<file path="config.mk">
export PLATFORM = sky130hd
export DESIGN_NAME = dram_req_bridge
export DESIGN_NICKNAME = d
export VERILOG_FILES = /design/src/rtl/dram_req_bridge_pkg.sv /design/src/rtl/dram_req_bridge.sv
export SDC_FILE = /design/constraint.sdc
export NUM_CORES = 1
export LEC_CHECK = 0
export ABC_CLOCK_PERIOD_IN_PS = 3800
export CAP_MARGIN = 15
export CORE_UTILIZATION = 31
export CTS_CLUSTER_SIZE = 30
export DETAILED_ROUTE_END_ITERATION = 7
export MAX_ROUTING_LAYER = met4
export PLACE_DENSITY = 0.69
export SLEW_MARGIN = 20
export SYNTH_ARGS = -nofsm -noshare
export SYNTH_HDL_FRONTEND = slang
export SYNTH_SLANG_ARGS = --single-unit
</file>
<file path="constraint.sdc">
create_clock -name clk_i -period 3.8 [get_ports clk_i]
set_input_delay 0.95 -clock clk_i [delete_from_list [all_inputs] [get_ports clk_i]]
set_output_delay 0.95 -clock clk_i [all_outputs]
set_load 0.03 [all_outputs]
</file>
<file path="src/rtl/dram_req_bridge_pkg.sv">
// Shared definitions for the SRAM-to-SRAM-like request bridges (data and instruction side):
// FSM state encoding, transfer size codes and the byte-select to size decode.
package dram_req_bridge_pkg;

  typedef enum logic [1:0] {
    ST_IDLE = 2'd0,
    ST_REQ  = 2'd1,
    ST_WAIT = 2'd2,
    ST_DONE = 2'd3
  } bridge_state_t;

  localparam logic [1:0] SIZE_BYTE = 2'd0;
  localparam logic [1:0] SIZE_HALF = 2'd1;
  localparam logic [1:0] SIZE_WORD = 2'd2;

  // Unrecognised lane patterns (including all-zero on loads) fall back to a full word.
  function automatic logic [1:0] sel_to_size(input logic [3:0] sel);
    logic [1:0] size;
    case (sel)
      4'b1111:                            size = SIZE_WORD;
      4'b0011, 4'b1100:                   size = SIZE_HALF;
      4'b0001, 4'b0010, 4'b0100, 4'b1000: size = SIZE_BYTE;
      default:                            size = SIZE_WORD;
    endcase
    return size;
  endfunction

endpackage

</file>
<file path="src/rtl/dram_req_bridge.sv">
// Converts single-cycle datapath memory accesses into one SRAM-like transaction each, one outstanding.
// Stall is combinational from ce and drops in the data_ok cycle; returned data is parked while stall_all_i holds the pipe.
module dram_req_bridge
  import dram_req_bridge_pkg::*;
(
  input  logic        clk_i,
  input  logic        rst_i,
  input  logic        cpu_ram_ce_i,
  input  logic        cpu_ram_we_i,
  input  logic [31:0] cpu_ram_addr_i,
  input  logic [31:0] cpu_ram_wdata_i,
  input  logic [3:0]  cpu_ram_sel_i,
  input  logic        stall_all_i,
  output logic        cpu_ram_stall_o,
  output logic [31:0] cpu_ram_data_o,
  output logic        data_req_o,
  output logic        data_wr_o,
  output logic [1:0]  data_size_o,
  output logic [31:0] data_addr_o,
  output logic [31:0] data_wdata_o,
  output logic [3:0]  data_wstrb_o,
  input  logic [31:0] data_rdata_i,
  input  logic        data_addr_ok_i,
  input  logic        data_data_ok_i
);

  bridge_state_t state_q, state_d;

  logic        we_q;
  logic [31:0] addr_q;
  logic [31:0] wdata_q;
  logic [3:0]  sel_q;
  logic [1:0]  size_q;
  logic [31:0] rdata_q;

  logic accept;
  logic complete;
  logic stall;

  always_comb begin
    state_d  = state_q;
    accept   = 1'b0;
    complete = 1'b0;
    stall    = 1'b0;
    case (state_q)
      ST_IDLE: begin
        stall = cpu_ram_ce_i;
        if (cpu_ram_ce_i) begin
          accept  = 1'b1;
          state_d = ST_REQ;
        end
      end
      ST_REQ: begin
        if (data_addr_ok_i) begin
          if (data_data_ok_i) complete = 1'b1;
          else                state_d  = ST_WAIT;
        end
        // A withdrawn ce lets the pipe move on; the transaction still drains.
        stall = cpu_ram_ce_i & ~complete;
      end
      ST_WAIT: begin
        complete = data_data_ok_i;
        stall    = cpu_ram_ce_i & ~complete;
      end
      ST_DONE: begin
        if (!stall_all_i) state_d = ST_IDLE;
      end
      default: state_d = ST_IDLE;
    endcase
    if (complete) state_d = stall_all_i ? ST_DONE : ST_IDLE;
  end

  always_ff @(posedge clk_i or posedge rst_i) begin
    if (rst_i) begin
      state_q <= ST_IDLE;
    end else begin
      state_q <= state_d;
    end
  end

  // Request fields are captured once and held until the transaction ends.
  always_ff @(posedge clk_i or posedge rst_i) begin
    if (rst_i) begin
      we_q    <= 1'b0;
      addr_q  <= 32'h0;
      wdata_q <= 32'h0;
      sel_q   <= 4'h0;
      size_q  <= SIZE_BYTE;
    end else if (accept) begin
      we_q    <= cpu_ram_we_i;
      addr_q  <= cpu_ram_addr_i;
      wdata_q <= cpu_ram_wdata_i;
      sel_q   <= cpu_ram_sel_i;
      size_q  <= sel_to_size(cpu_ram_sel_i);
    end
  end

  always_ff @(posedge clk_i or posedge rst_i) begin
    if (rst_i) begin
      rdata_q <= 32'h0;
    end else if (complete) begin
      rdata_q <= data_rdata_i;
    end
  end

  assign cpu_ram_stall_o = stall;
  assign cpu_ram_data_o  = complete ? data_rdata_i : rdata_q;

  assign data_req_o   = (state_q == ST_REQ);
  assign data_wr_o    = we_q;
  assign data_size_o  = size_q;
  assign data_addr_o  = addr_q;
  assign data_wdata_o = wdata_q;
  assign data_wstrb_o = we_q ? sel_q : 4'h0;

endmodule

</file>
==> results of run 1 <==
worst max-delay path: cells and delay by family:
family	cells	cell delay (ns)
buf+inv	3	1.02
simple gates	2	0.41
mux	1	0.32
final cells by class:
cell class	count	area [um2]
clock buffer	9	225.2
clock inverter	7	70.07
fill	1166	6401
inverter	3	13.76
multi-input combinational	136	1481
sequential	105	2628
tap	176	220.2
timing repair buffer	223	2203
power by group through the flow:
stage / Clock (uW) / Combinational (uW) / Sequential, uW
4_1_cts: 957 / 3790 / 1950
2_1_floorplan: 0 / 1650 / 2660
3_5_place_dp: 0 / 3910 / 1970
5_1_grt: 1000 / 3940 / 2020
6_report: 925 / 3750 / 1950
3_3_place_gp: 0 / 3860 / 1940
sequential cells by signal, indices dropped and copies added (netlist names):
name,flops
state_q,2
rdata_q,32
sel_q,4
data_wr_o,1
data_addr_o,32
data_wdata_o,32
data_size_o,2
cell usage in the layout (no fill, tap or decap), drive strengths merged:
| master | Yosys | routed |
|---|---|---|
| a21oi | 2 | 2 |
| a31oi | 2 | 2 |
| a41oi | 1 | 1 |
| and2 | 5 | 5 |
| buf | 11 | 19 |
| bufinv | 0 | 1 |
| clkbuf | 0 | 9 |
| clkdlybuf4s50 | 0 | 179 |
| clkinv | 0 | 4 |
| clkinvlp | 0 | 1 |
| dfrtp | 105 | 105 |
| dlygate4sd2 | 0 | 25 |
| ha | 4 | 4 |
| inv | 3 | 4 |
| mux2 | 101 | 101 |
| nand2 | 5 | 5 |
| nor2 | 2 | 2 |
| nor2b | 1 | 1 |
| nor3 | 1 | 1 |
| nor3b | 1 | 1 |
| nor4bb | 1 | 1 |
| o21ai | 4 | 4 |
| o221ai | 1 | 1 |
| o41ai | 1 | 1 |
| or2 | 1 | 1 |
| or4 | 2 | 2 |
| xor2 | 1 | 1 |
kinds of logic after synthesis:
| kind of cell | after synthesis | synth area share |
|---|---|---|
| flip-flops | 105 | 0.6220 |
| multiplexers | 101 | 0.2941 |
| AND/OR/NAND/NOR | 19 | 0.02577 |
| buffers and inverters | 14 | 0.02784 |
| AO/OA/AOI/OAI | 11 | 0.01629 |
| adder cells (fa/ha/maj) | 4 | 0.01185 |
| XOR/XNOR | 1 | 0.002074 |
stage by stage:
stage | util | total power (uW) | cell area, um2 | setup TNS [ns]
final | 0.5166 | 6624 | 6842 | 0
after global routing | 0.5166 | 6965 | 6842 | 0
after CTS | 0.5166 | 6702 | 6842 | 0
after detailed placement | 0.4967 | 5875 | 6578 | -2.712
after global placement | 0.4967 | 5802 | 6578 | -2.456
after floorplan | - | 4313 | 4224 | 0
how the worst max path moves through the flow:
| stage | slack (ns) | end | start | cells after the start |
|---|---|---|---|---|
| 2_1_floorplan | 0.09 | data_addr_o[0] | rst_i | 1 |
| 3_3_place_gp | -0.11 | cpu_ram_data_o[7] | data_addr_ok_i | 6 |
| 3_5_place_dp | -0.13 | cpu_ram_data_o[7] | data_addr_ok_i | 6 |
| 4_1_cts | 0.12 | cpu_ram_data_o[15] | data_addr_ok_i | 6 |
| 5_1_grt | 0.05 | cpu_ram_data_o[14] | data_data_ok_i | 6 |
| 6_report | 0.12 | cpu_ram_data_o[15] | data_data_ok_i | 6 |
per-layer routing:
metal / wire length, um / track usage / vias up
li1: - / - / 1341
met5: 0 / - / -
met3: 478 / 0.02268 / 16
met1: 4064 / 0.1740 / 1411
met2: 5151 / 0.2610 / 108
met4: 267 / 0.08149 / 0
==> insert_results.sql, run 1 <==
INSERT INTO impl_metrics (metric_group, metric, value, unit) VALUES
('timing', 'worst_setup_skew_after_layout', '0.006420', 'ns'),
('worst_setup_path', 'worstSetupPathType', 'input port to output port', ''),
('worst_setup_path', 'critical_path_required', '2.85', 'ns'),
('clock_tree', 'clock_tree_from_tritoncts', 'yes', ''),
('power', 'seqPwrFrac', '0.294', ''),
('power', 'powerDensity', '968.2', 'nW/um2'),
('detailed_routing', 'routed-via-count', '2876', ''),
('status', 'run_status', 'finished, final reports clean', ''),
('floorplanning', 'die_width', '118.7', 'um'),
('detailed_routing', 'viasPerCell', '4.364', ''),
('worst_setup_path', 'critical_path.reg2reg.startpoint', 'state_q[0]', ''),
('worst_setup_path', 'crit_chain', 'clkdlybuf4s50_1, nand2_1, or2_2, buf_12, mux2_4, dlygate4sd2_1', ''),
('timing', 'timing.final.crit_share', '0.9691', ''),
('detailed_routing', 'finalWirelength', '9961', 'um'),
('synth', 'synth-edff-count', '0', ''),
('worst_setup_path', 'max_stage_delay', '0.47', 'ns'),
('timing', 'setup_viol', '0', ''),
('power', 'total_leakage_power', '0.003022', 'uW'),
('timing', 'fin_hold_ws', '0.4861', 'ns'),
('timing', 'rsz0062_at_grt', 'false', ''),
('clock_tree', 'cts_buffers', '9', ''),
('clock_tree', 'path_clk_slew', '0.07', 'ns'),
('timing', 'finalHoldViolCount', '0', ''),
('synth', 'post-synth-top-count-cell', 'sky130_fd_sc_hd__dfrtp_1', ''),
('synth', 'postSynth.asyncResetShare', '1.000', ''),
('place', 'post-place-ws', '-0.1291', 'ns'),
('hold_path', 'hold_depth', '2', ''),
('hold_path', 'hold_start', 'data_size_o[1]', ''),
('final_layout', 'ant_diodes', '0', ''),
('global_routing', 'first_global_vias', '3213', ''),
('timing', 'clock.fmax', '0.2715', 'GHz'),
('hold_path', 'worst_hold_path.endpoint', 'data_size_o[1]', ''),
('final_layout', 'finish.cell_count_without_fillers', '659', ''),
('place', 'half_perimeter_wire_length_after_placement', '7527', 'um'),
('synth', 'postSynth.topFlopCell', 'sky130_fd_sc_hd__dfrtp_1', ''),
('global_routing', 'grt_start_max_net_pins', '66', ''),
('floorplanning', 'die_height', '118.7', 'um'),
('hold_path', 'holdCritPathClass', 'register to register', ''),
('power', 'clkPwrFrac', '0.140', ''),
('detailed_routing', 'drt.antenna.violating_nets', '0', ''),
('power', 'power.net_switching', '2670', 'uW'),
('clock_tree', 'cts.path.max_buffers', '2', ''),
('detailed_routing', 'avgRoutedWirePerCell', '15.12', 'um'),
('synth', 'number_of_storage_elements_in_the_synthesis_netlist', '105', ''),
('clock_tree', 'cts_hold_buf', '0', ''),
('power', 'cellInternalPower', '3954', 'uW'),
('worst_setup_path', 'path_max_fanout', '26', ''),
('clock_tree', 'cts_htree_levels', '3', ''),
('place', 'placed_insts', '643', ''),
('floorplanning', 'initial_utilization', '0.3190', ''),
('clock_tree', 'insertion_delay', '0.35', 'ns'),
('final_layout', 'num-nets-final', '589', ''),
('detailed_routing', 'drtIter0Drc', '64', ''),
('worst_setup_path', 'ff2ff_path_depth', '7', ''),
('final_layout', 'syn_to_final_growth', '61.97', '%'),
('synth', 'synthesis.area', '4224', 'um2'),
('worst_setup_path', 'worst_ep_arrival_time', '2.73', 'ns'),
('global_routing', 'grt_first_pass_wirelength', '16270', 'um'),
('place', 'numPortBuffers', '211', ''),
('floorplanning', 'placement_rows', '42', ''),
('synth', 'synth_largest_area_cell', 'sky130_fd_sc_hd__dfrtp_1', ''),
('timing', 'slew_headroom', '0.5670', ''),
('synth', 'synth-seq-area-share', '0.6220', ''),
('timing', 'timing_max_transition_violations_final', '0', ''),
('worst_setup_path', 'reg2reg_setup_slack', '1.72', 'ns'),
('clock_tree', 'cts_repair_resize_count', '25', ''),
('worst_setup_path', 'crit-reg2reg-capture', 'rdata_q[13]', ''),
('global_routing', 'grt_overflow', '0', ''),
('detailed_routing', 'drt_pass1_iterations', '4', ''),
('power', 'vdd.ir_drop.worst', '382.5', 'uV'),
('power', 'swShare', '0.4031', '');
Note: power is estimated with default switching activity, not from simulation.
==> run 2: changes to the inputs <==
Settings changed: CELL_PAD_IN_SITES_DETAIL_PLACEMENT from default to 1, CELL_PAD_IN_SITES_GLOBAL_PLACEMENT from default to 2, CORE_UTILIZATION 31 to 23, PLACE_DENSITY 0.69 to 0.78.
==> run 2 against run 1 <==
  * First-iteration DRC count up 30%
  * Highest routed layer unchanged
  * Largest power group unchanged
  * Largest cell class unchanged
  * Clock power rose by 4.5%
  * Sequential cell count stayed put
==> insert_results.sql, run 2 (synthesized netlist as in run 1, its figures left out) <==
INSERT INTO impl_metrics (metric_group, metric, value, unit) VALUES
('worst_setup_path', 'max_stage_delay', '0.49', 'ns'),
('worst_setup_path', 'slowest_stage', 'sky130_fd_sc_hd__clkdlybuf4s50_1', ''),
('detailed_routing', 'wirelength_met1', '4619', 'um'),
('power', 'powerDensity', '970.5', 'nW/um2'),
('worst_setup_path', 'path_max_fanout', '25', ''),
('global_routing', 'number_of_antenna_violations_at_the_first_check_in_global_routing', '0', ''),
('clock_tree', 'cts_buffers', '9', ''),
('power', 'power', '6686', 'uW'),
('detailed_routing', 'drtIter0Drc', '83', ''),
('detailed_routing', 'routed-via-count', '2921', ''),
('detailed_routing', 'viasPerCell', '4.120', ''),
('detailed_routing', 'top_layer_used', 'met4', ''),
('worst_setup_path', 'crit_chain', 'clkdlybuf4s50_1, a21oi_1, or2_2, buf_12, mux2_4, dlygate4sd2_1', ''),
('final_layout', 'syn_to_final_growth', '63.09', '%'),
('clock_tree', 'clock_sink_count', '105', ''),
('floorplanning', 'die_width', '137.5', 'um'),
('detailed_routing', 'avgRoutedWirePerCell', '16.68', 'um'),
('final_layout', 'postLayoutCoreUtil', '0.3835', ''),
('timing', 'setup_viol', '0', ''),
('final_layout', 'final_cell_mix', '179 x sky130_fd_sc_hd__clkdlybuf4s50_1, 105 x sky130_fd_sc_hd__dfrtp_1, 73 x sky130_fd_sc_hd__mux2_2, 28 x sky130_fd_sc_hd__mux2_4, 27 x sky130_fd_sc_hd__dlygate4sd2_1', ''),
('clock_tree', 'path_clk_slew', '0.07', 'ns'),
('global_routing', 'first_global_vias', '3211', ''),
('final_layout', 'finish.cell_count_without_fillers', '709', ''),
('clock_tree', 'post_cts_buffers', '0', ''),
('detailed_routing', 'drt_pass1_iterations', '4', ''),
('status', 'run_status', 'finished, final reports clean', ''),
('place', 'post-place-ws', '-0.1680', 'ns'),
('worst_setup_path', 'ff2ff_path_depth', '7', ''),
('final_layout', 'post_route_cells_drive_above_1_share', '0.2792', ''),
('floorplanning', 'fp.dieArea', '18910', 'um2'),
('worst_setup_path', 'reg2reg_setup_slack', '1.75', 'ns'),
('job', 'drv_cap', '0', ''),
('detailed_routing', 'drc_errors', '0', ''),
('timing', 'clock.fmax', '0.2702', 'GHz'),
('detailed_routing', 'finalWirelength', '11820', 'um'),
('worst_setup_path', 'crit-reg2reg-capture', 'rdata_q[31]', ''),
('clock_tree', 'cts.path.max_buffers', '2', ''),
('global_routing', 'grt_start_max_net_pins', '54', ''),
('hold_path', 'hold_start', 'data_size_o[1]', ''),
('hold_path', 'worst_hold_path.endpoint', 'data_size_o[1]', ''),
('timing', 'slew_headroom', '0.5335', ''),
('timing', 'timing.final.crit_share', '0.9741', ''),
('detailed_routing', 'drt.antenna.violating_nets', '0', ''),
('place', 'placed_insts', '693', ''),
('timing', 'worst_setup_skew_after_layout', '0.008534', 'ns'),
('place', 'placer_congestion', '0.7328', ''),
('hold_path', 'holdCritPathClass', 'register to register', ''),
('clock_tree', 'insertion_delay', '0.34', 'ns'),
('worst_setup_path', 'worstSetupPathType', 'input port to output port', ''),
('floorplanning', 'initial_utilization', '0.2351', ''),
('hold_path', 'hold_depth', '2', ''),
('place', 'half_perimeter_wire_length_after_placement', '8788', 'um'),
('detailed_routing', 'wl_met3', '612', 'um'),
('global_routing', 'gr-usage-all-layers', '0.1278', ''),
('floorplanning', 'coreArea', '17960', 'um2'),
('timing', 'timing_max_transition_violations_final', '0', ''),
('clock_tree', 'clock_tree_from_tritoncts', 'yes', ''),
('worst_setup_path', 'end_kind', 'output port', ''),
('timing', 'tightest_slew', '0.6997', 'ns'),
('global_routing', 'grt_first_pass_wirelength', '17530', 'um'),
('global_routing', 'grt_overflow', '0', ''),
('worst_setup_path', 'worst_ep_arrival_time', '2.75', 'ns'),
('timing', 'post-route-worst-setup-slack', '0.09854', 'ns'),
('clock_tree', 'cts_hold_buf', '0', ''),
('final_layout', 'ant_diodes', '0', ''),
('final_layout', 'fill_cells', '1894', ''),
('power', 'total_leakage_power', '0.003016', 'uW'),
('worst_setup_path', 'critical_path.reg2reg.startpoint', 'state_q[0]', ''),
('place', 'numPortBuffers', '211', ''),
('worst_setup_path', 'critical_path_required', '2.85', 'ns'),
('timing', 'min_clock_period_post_route', '3.701', 'ns'),
('timing', 'rsz0062_at_grt', 'false', ''),
('timing', 'finalHoldViolCount', '0', ''),
('floorplanning', 'placement_rows', '49', ''),
('power', 'vdd.ir_drop.worst', '370.8', 'uV'),
('worst_setup_path', 'setup.worst_path.start_class', 'input port', ''),
('floorplanning', 'floorplan.io_pins', '212', ''),
('clock_tree', 'cts_htree_levels', '3', ''),
('floorplanning', 'die_height', '137.5', 'um'),
('final_layout', 'num-nets-final', '586', ''),
('clock_tree', 'root_buffer', 'sky130_fd_sc_hd__clkbuf_16', ''),
('final_layout', 'final_common_cell', 'sky130_fd_sc_hd__clkdlybuf4s50_1', ''),
('detailed_routing', 'wl_met2', '6435', 'um');
run 2: cell count changes in the layout (fill, tap and decap cells not counted):
cell	delta
sky130_fd_sc_hd__clkinvlp_4	-1
sky130_fd_sc_hd__buf_4	-4
sky130_fd_sc_hd__inv_6	+2
sky130_fd_sc_hd__clkinv_4	-1
sky130_fd_sc_hd__buf_12	-1
sky130_fd_sc_hd__dlygate4sd2_1	+2
sky130_fd_sc_hd__nand2_4	+1
sky130_fd_sc_hd__nand2_2	-1
sky130_fd_sc_hd__clkinv_2	-2
sky130_fd_sc_hd__clkbuf_8	+1
sky130_fd_sc_hd__clkbuf_1	+1
run 2: repair_timing:
item	4_1_cts	5_1_grt
gates resized for setup	27	0
endpoints found under the hold margin	0	0
setup endpoints to repair	27	0
run 2: worst max-delay path by stage:
stage	from	endpoint	slack (ns)	depth (start not counted)
2_1_floorplan	rst_i	data_addr_o[0]	0.09	1
3_3_place_gp	data_addr_ok_i	cpu_ram_data_o[27]	-0.13	6
3_5_place_dp	data_addr_ok_i	cpu_ram_data_o[27]	-0.17	6
4_1_cts	data_addr_ok_i	cpu_ram_data_o[27]	0.08	6
5_1_grt	data_addr_ok_i	cpu_ram_stall_o	0.003	6
6_report	data_addr_ok_i	cpu_ram_data_o[27]	0.1	6
run 2: layer usage:
| metal | global-route usage | up-vias |
|---|---|---|
| met3 | 0.02281 | 9 |
| met2 | 0.2278 | 101 |
| met4 | 0.05067 | 0 |
| li1 | - | 1333 |
| met5 | - | - |
| met1 | 0.1402 | 1478 |
run 2: where the power goes:
group          total, uW  switching, uW  internal, uW
sequential          1950            258          1690
combinational       3770           2040          1730
clock                967            431           536
run 2: cell type report:
cell class / instances / area (um2) / area share
clock buffer: 11 / 242.7 / 0.03523
clock inverter: 5 / 61.31 / 0.008899
inverter: 3 / 13.76 / 0.001998
multi-input combinational: 136 / 1486 / 0.2158
sequential: 105 / 2628 / 0.3814
tap: 229 / 286.5 / 0.04159
timing repair buffer: 220 / 2171 / 0.3151
run 2: per-stage QoR:
step / TNS (ns) / hold slack (ns) / instance area, um2
final: 0 / 0.4807 / 6889
after global routing: 0 / 0.5028 / 6889
after detailed placement: -3.574 / 0.4726 / 6619
after global placement: -2.874 / 0.4670 / 6619
after CTS: 0 / 0.4884 / 6889
after floorplan: 0 / 0.4713 / 4224
run 2: critical path, delay by kind of cell:
kind,cells,cell delay (ns)
compound gates,1,0.09
simple gates,1,0.33
mux,1,0.32
buf+inv,3,1.05
